**src/rtl/gcd_operand_feeder.sv**
```systemverilog
// Operand FIFO and issue/collect sequencer in front of gcdmodel.
// Pairs are issued one at a time; each result is returned tagged with its operands.
module gcd_operand_feeder #(
    parameter int WIDTH = 16,
    parameter int DEPTH = 4,
    parameter int CNT_W = 3
) (
    input  logic             clk,
    input  logic             reset,
    input  logic             in_valid,
    output logic             in_ready,
    input  logic [WIDTH-1:0] in_a,
    input  logic [WIDTH-1:0] in_b,
    output logic             gcd_input_available,
    output logic [WIDTH-1:0] gcd_operand_a,
    output logic [WIDTH-1:0] gcd_operand_b,
    input  logic             gcd_idle,
    input  logic             gcd_result_rdy,
    input  logic [WIDTH-1:0] gcd_result_data,
    output logic             gcd_result_taken,
    output logic             out_valid,
    input  logic             out_ready,
    output logic [WIDTH-1:0] out_result,
    output logic [WIDTH-1:0] out_a,
    output logic [WIDTH-1:0] out_b,
    output logic [CNT_W-1:0] fifo_count
);

    // state    | meaning
    // IDLE     | waiting for a queued pair and an idle GCD
    // ISSUE    | input_available high; head popped and tagged at exit
    // WAIT_RES | waiting for result_rdy and a free output slot
    localparam int PTR_W = $clog2(DEPTH);
    localparam logic [1:0] ST_IDLE     = 2'd0;
    localparam logic [1:0] ST_ISSUE    = 2'd1;
    localparam logic [1:0] ST_WAIT_RES = 2'd2;

    logic [WIDTH-1:0] mem_a_q [DEPTH];
    logic [WIDTH-1:0] mem_a_d [DEPTH];
    logic [WIDTH-1:0] mem_b_q [DEPTH];
    logic [WIDTH-1:0] mem_b_d [DEPTH];
    logic [PTR_W-1:0] wr_ptr_q, wr_ptr_d;
    logic [PTR_W-1:0] rd_ptr_q, rd_ptr_d;
    logic [CNT_W-1:0] count_q, count_d;
    logic [1:0]       state_q, state_d;
    logic [WIDTH-1:0] tag_a_q, tag_a_d;
    logic [WIDTH-1:0] tag_b_q, tag_b_d;
    logic             out_valid_q, out_valid_d;
    logic [WIDTH-1:0] out_result_q, out_result_d;
    logic [WIDTH-1:0] out_a_q, out_a_d;
    logic [WIDTH-1:0] out_b_q, out_b_d;

    logic push;
    logic pop;
    logic slot_free;
    logic out_pop;

    assign in_ready            = (count_q != CNT_W'(DEPTH));
    assign push                = in_valid & in_ready;
    assign pop                 = (state_q == ST_ISSUE);
    assign slot_free           = !out_valid_q | out_ready;
    assign out_pop             = out_valid_q & out_ready;
    assign gcd_input_available = (state_q == ST_ISSUE);
    assign gcd_result_taken    = (state_q == ST_WAIT_RES) & gcd_result_rdy & slot_free;
    assign gcd_operand_a       = mem_a_q[rd_ptr_q];
    assign gcd_operand_b       = mem_b_q[rd_ptr_q];

    assign out_valid  = out_valid_q;
    assign out_result = out_result_q;
    assign out_a      = out_a_q;
    assign out_b      = out_b_q;
    assign fifo_count = count_q;

    always_comb begin
        mem_a_d      = mem_a_q;
        mem_b_d      = mem_b_q;
        wr_ptr_d     = wr_ptr_q;
        rd_ptr_d     = rd_ptr_q;
        count_d      = count_q;
        state_d      = state_q;
        tag_a_d      = tag_a_q;
        tag_b_d      = tag_b_q;
        out_valid_d  = out_valid_q;
        out_result_d = out_result_q;
        out_a_d      = out_a_q;
        out_b_d      = out_b_q;

        if (push) begin
            mem_a_d[wr_ptr_q] = in_a;
            mem_b_d[wr_ptr_q] = in_b;
            wr_ptr_d          = wr_ptr_q + PTR_W'(1);
        end
        if (pop) begin
            rd_ptr_d = rd_ptr_q + PTR_W'(1);
            tag_a_d  = mem_a_q[rd_ptr_q];
            tag_b_d  = mem_b_q[rd_ptr_q];
        end
        case ({push, pop})
            2'b10:   count_d = count_q + CNT_W'(1);
            2'b01:   count_d = count_q - CNT_W'(1);
            default: count_d = count_q;
        endcase

        case (state_q)
            ST_IDLE: begin
                if ((count_q != '0) && gcd_idle) state_d = ST_ISSUE;
            end
            ST_ISSUE: state_d = ST_WAIT_RES;
            ST_WAIT_RES: begin
                if (gcd_result_taken) state_d = ST_IDLE;
            end
            default: state_d = ST_IDLE;
        endcase

        // A capture at the same edge as a consumer pop keeps the slot full
        if (gcd_result_taken) begin
            out_valid_d  = 1'b1;
            out_result_d = gcd_result_data;
            out_a_d      = tag_a_q;
            out_b_d      = tag_b_q;
        end else if (out_pop) begin
            out_valid_d = 1'b0;
        end
    end

    always_ff @(posedge clk) begin
        if (!reset) begin
            for (int i = 0; i < DEPTH; i++) begin
                mem_a_q[i] <= '0;
                mem_b_q[i] <= '0;
            end
            wr_ptr_q     <= '0;
            rd_ptr_q     <= '0;
            count_q      <= '0;
            state_q      <= ST_IDLE;
            tag_a_q      <= '0;
            tag_b_q      <= '0;
            out_valid_q  <= 1'b0;
            out_result_q <= '0;
            out_a_q      <= '0;
            out_b_q      <= '0;
        end else begin
            mem_a_q      <= mem_a_d;
            mem_b_q      <= mem_b_d;
            wr_ptr_q     <= wr_ptr_d;
            rd_ptr_q     <= rd_ptr_d;
            count_q      <= count_d;
            state_q      <= state_d;
            tag_a_q      <= tag_a_d;
            tag_b_q      <= tag_b_d;
            out_valid_q  <= out_valid_d;
            out_result_q <= out_result_d;
            out_a_q      <= out_a_d;
            out_b_q      <= out_b_d;
        end
    end

endmodule

```
**config.mk**
```make
export PLATFORM = sky130hd
export DESIGN_NAME = gcd_operand_feeder
export DESIGN_NICKNAME = d
export VERILOG_FILES = /design/src/rtl/gcd_operand_feeder.sv
export SDC_FILE = /design/constraint.sdc
export NUM_CORES = 1
export LEC_CHECK = 0
export CAP_MARGIN = 20
export CORE_UTILIZATION = 49
export CTS_CLUSTER_SIZE = 14
export DETAILED_ROUTE_END_ITERATION = 16
export PLACE_DENSITY = 0.72
export SYNTH_ARGS = -nofsm -noshare
export SYNTH_HDL_FRONTEND = slang
export SYNTH_SLANG_ARGS = --single-unit
```
**constraint.sdc**
```tcl
create_clock -name clk -period 2.3 [get_ports clk]
set_input_delay 0.46 -clock clk [delete_from_list [all_inputs] [get_ports clk]]
set_output_delay 0.46 -clock clk [all_outputs]
set_load 0.05 [all_outputs]
```
# == Word-level counts from Yosys, hierarchy flattened ==
# Index checks and enable logic that the tools add are counted.
# word_totals
reg_bits,218
inputBits,54
out_inout_bits,87
wordCells,63
# classes
n_addsub,4
n_lt_le_gt_ge,3
eq_ne,7
muxes,16
bitwise,7
reduce_logical,8
# ops
op,count
64-bit bitwise mux,2
16-bit two-way mux,5
16-bit binary-select mux with 2-bit select,2
16-bit demux with 2-bit select,1
3-bit greater-or-equal comparator (second input constant),2
2-bit NOT with 3-bit output,2
2-bit case mux with 3 select lines,1
3-bit case mux with 2 select lines,1
2-bit by 1-bit adder with 2-bit output (second input constant),2
1-bit bitwise AND,4
2-bit by 1-bit equality test with 1-bit output (second input constant),2
2-bit equality test (second input constant),2
2-bit two-way mux,2
2-bit inequality test (second input constant),2
2-bit nonzero test,2
3-bit by 1-bit adder with 3-bit output (second input constant),1
3-bit by 1-bit less-than comparator with 1-bit output (second input constant),1
3-bit inequality test (second input constant),1
3-bit nonzero test,1
3-bit by 1-bit subtractor with 3-bit output (second input constant),1
1-bit logical AND,2
2-bit logical NOT,1
1-bit two-way mux,2
2-bit AND reduction,1
other kinds (2),2

# == Logic depth before layout (Yosys ltp) ==
# depth
ltp_word,6
depth_mapped,10
mapped_depth_nobuf,9

# == Worst setup path after synthesis ==
# OpenSTA, ideal clock, no wires.
# synth_path
path_kind,flip-flop to flip-flop
start,register count_q[2] (netlist: fifo_count[2])
end,register count_q[2] (netlist: fifo_count[2])
setup_ps,76
arrival_time_ps,2617
required_time_ps,2224
path_slack_ps,-393
stages_incl_launch_ff,11
path_buffers,1
synth_period_minus_slack_ps,2693
cell_sequence,dfxtp_1 -> or3b_1 -> buf_6 -> and2_1 -> inv_1 -> ha_1 -> inv_1 -> fa_1 -> xor2_1 -> or3_1 -> a21boi_0
# synth_between
elab_chain_cells,4
word_cells_on_any_way,8
cone_classes,add/sub: 2; eq/ne: 3; mux: 1; bitwise: 1; reduce/logical: 1
# synth_lines
element,line,text
from (decl),44,"logic [CNT_W-1:0] count_q, count_d;"
from (signal assigned),147,count_q <= count_d;
3-bit inequality test (*),58,assign in_ready = (count_q != CNT_W'(DEPTH));
net in_ready,11,"output logic in_ready,"
1-bit bitwise AND (*),59,assign push = in_valid & in_ready;
2-bit by 1-bit equality test with 1-bit output or 2-bit equality test (tied branches),98,"case ({push, pop})"
3-bit case mux with 2 select lines or 2-bit nonzero test (tied branches),--,
# The timed path passes the listed nets; every way through them passes the cells marked *.
# A chain may end at the register's enable or synchronous reset.

# == Worst setup path after layout ==
# layout_path
start,register rd_ptr_q[0]
end,output gcd_operand_b[7]
# layout_between
elab_chain_cells,4
# layout_lines
element,line,text
from (decl),43,"logic [PTR_W-1:0] rd_ptr_q, rd_ptr_d;"
from (signal assigned),146,rd_ptr_q <= rd_ptr_d;
2-bit NOT with 3-bit output (not written as such),66,assign gcd_operand_b = mem_b_q[rd_ptr_q];
16-bit binary-select mux with 2-bit select,66,
16-bit two-way mux (not written as such) (2 in a row),66,
to (decl),16,"output logic [WIDTH-1:0] gcd_operand_b,"
# No other way between the ends. The select of a mux whose other input is x is not followed.

==> impl_metrics.env <==
export IMPL_status="finished with violations"
export IMPL_failed_checks="negative setup slack"
export IMPL_cts_root_buf="clkbuf_16"
export IMPL_num_vias=7033
export IMPL_finalMaxSlewViolations=0
export IMPL_syn_to_final_growth_pct=28.4
export IMPL_fmax_mhz=430
export IMPL_layout_setup_ws_ns=-0.0274
export IMPL_track_usage=0.217
export IMPL_synth_area_sq_um=9360
export IMPL_max_cap_violations=0
export IMPL_holdBufCountCts=0
export IMPL_cp_arrival_ns=1.87
export IMPL_grt_setup_unrepaired="yes"
export IMPL_hold_class="in2reg"
export IMPL_drc=0
export IMPL_htreeDepth=1
export IMPL_fin_skew_ns=0.0131
export IMPL_leakage_uw=0.00428
export IMPL_dpl_hpwl_um=13100
export IMPL_antenna_found_initial=0
export IMPL_end_kind="output pin"
export IMPL_core_area_sq_um=18700
export IMPL_seq_area_sq_um=4380
export IMPL_dpl_worst_slack_ns=-0.0176
export IMPL_numCtsBuffers=23
export IMPL_dieHeight_um=140
export IMPL_syn_nets=1031
export IMPL_seq_area_frac_synth=0.466
export IMPL_start_kind="flip-flop"
export IMPL_worst_pin_slew_ns=0.560
export IMPL_ir_drop_uv=562
export IMPL_start_util=0.501
export IMPL_relSlewSlack=0.627
export IMPL_wl_per_cell_um=16.3
export IMPL_hold_worst_slack_ns=0.388
export IMPL_synth_distinct_cells=33
export IMPL_multi_input_area_sq_um=4690
export IMPL_post_route_period_util=1.01
export IMPL_fin_setup_tns_ns=-0.0295
export IMPL_drive_above_1_share=0.167
export IMPL_wl_um=21800
export IMPL_finalHoldViolCount=0
export IMPL_critical_path_class="reg2out"
export IMPL_ys_warn_count=0
export IMPL_cts_tree="yes"
export IMPL_viasPerCell=5.25
export IMPL_worstPathRequired_ns=1.84
export IMPL_place_area_sq_um=10900
export IMPL_finalSetupViolCount=2
export IMPL_clk_pin_slew_ns=0.06
export IMPL_grt_max_degree=68
export IMPL_period_minus_slack_ns=2.33
export IMPL_fin_nets=1150
export IMPL_dieArea_sq_um=19700
export IMPL_fin_util=0.643
export IMPL_clk_path_buf_depth=3
export IMPL_drtAntennaViolNets=0
export IMPL_dieWidth_um=140
export IMPL_gr_total_overflow=0
export IMPL_n_antenna_cell=0
export IMPL_clkLatencyLatePin_ns=0.50
export IMPL_grt_pass1_vias=6870
export IMPL_pwr_density_cell_nw_per_um2=810
export IMPL_crit_fanout=7
export IMPL_dr_pass1_iters=5
export IMPL_design_area_sq_um=12000
export IMPL_portBuffers=140
export IMPL_io_pins=141
export IMPL_syn_avg_cell_area_sq_um=9.64
export IMPL_netlist_instances=971
export IMPL_gp_congestion=0.732
export IMPL_rows=50
export IMPL_drtIter0Drc=400
export IMPL_fill_cells=1476
export IMPL_ys_ff_latch=218
export IMPL_cts_sinks=218
export IMPL_grt_pass1_wl_um=34800
power by group:
group | switching [uW] | leakage [uW] | internal (uW) | total [uW]
logic | 1110 | 0.00212 | 794 | 1900
clock network | 1500 | 0.000393 | 2280 | 3780
registers | 109 | 0.00177 | 3950 | 4060
total | 2720 | 0.00428 | 7020 | 9740
critical path: stages (launching register included):
cell and delay (ns):
dfxtp_4 0.38, buf_4 0.17, clkbuf_16 0.20, mux2i_2 0.17, a21oi_1 0.22, buf_4 0.24
cell usage in the layout (no fill, tap or decap), types with 3 or more instances in the layout:
cell type          n
nand2_1          294
dfxtp_1          213
mux2i_1          190
clkdlybuf4s50_1  104
buf_4             43
o221ai_1          32
nor2_1            27
mux2_2            27
clkbuf_16         25
a21oi_1           23
buf_12            17
mux2i_4           10
mux2i_2            9
a21oi_2            9
clkinv_2           8
inv_1              6
clkbuf_8           6
nor2_2             5
mux2_1             4
and3_4             4
and2_1             4
ha_1               4
dfxtp_4            4
nand3b_1           3
buf_16             3
flip-flops by register name, indices dropped and copies added, names as in the netlist:
signal and cells:
mem_a_q 64, mem_b_q 64, out_a 16, out_b 16, out_result 16, tag_a_q 16
tag_b_q 16, fifo_count 3, rd_ptr_q 2, state_q 2, wr_ptr_q 2, out_valid 1
logic make-up after synthesis:
group,count (synthesis),share of synthesized area
xor gates and xnor gates,4,0.00374
DFF,218,0.466
buffers and inverters,84,0.0603
AOI/OAI and AO/OA,70,0.0508
muxes,241,0.262
and+or+nand+nor,348,0.148
adders and majority gates,6,0.00882
through the flow:
step / power [uW] / instances
final: 9740 / 1340
after global routing: 10100 / 1340
after CTS: 9770 / 1338
after detailed placement: 5890 / 1293
after global placement: 5870 / 1293
after floorplan: 5370 / 971
worst paths after layout:
| path | from | end | slack (ns) | cells past startpoint |
|---|---|---|---|---|
| min reg2reg | out_b[8] | out_b[8] | 0.45 | 2 |
| min | reset | mem_a_q[26] | 0.39 | 3 |
| max | rd_ptr_q[0] | gcd_operand_b[7] | -0.03 | 5 |
| max reg2reg | fifo_count[0] | fifo_count[2] | 0.12 | 9 |
cells in the mapped netlist (all sizes together):
cell type    n  share of area
mux2        32          0.038
or3b         1        0.00094
nand3b       3         0.0024
clkbuf      44          0.018
ha           5         0.0067
a21boi       2         0.0016
a21oi       32          0.017
or3          1        0.00067
o221ai      32          0.030
dfxtp      218           0.47
nand2      294           0.12
fa           1         0.0021
nor2b        2         0.0013
nand4        1        0.00067
xor2         2         0.0019
and3         4         0.0048
xnor2        2         0.0019
mux2i      209           0.22
nand3        1        0.00053
nor4bb       1         0.0011
o21ai        4         0.0021
buf         34          0.040
nor4         1        0.00067
and2         5         0.0033
inv          6         0.0024
nor3         1        0.00053
nand2b       1        0.00067
nor2        32          0.013
what timing repair did:
| action | 4_1_cts | 5_1_grt |
|---|---|---|
| resized for setup | 19 | 36 |
| buffers inserted | 2 | 1 |
| pin swaps | 0 | 0 |
| setup endpoints to repair | 27 | 32 |
| gates cloned | 2 | 1 |
metal layers:
metal / routed length (um) / GRT usage
met1: 10100 / 0.280
met2: 10400 / 0.376
met3: 983 / 0.0397
met4: 272 / 0.0463
met5: 0 / 0
layout make-up:
| type | instances | area share |
|---|---|---|
| inverters | 6 | 0.00187 |
| clock buffers | 30 | 0.0560 |
| repair buffers | 172 | 0.155 |
| clock inverters | 11 | 0.00895 |
| well taps | 234 | 0.0244 |
| multi-input cells | 669 | 0.390 |
| flip-flops and latches | 218 | 0.364 |
(Power assumes the default switching activity.)
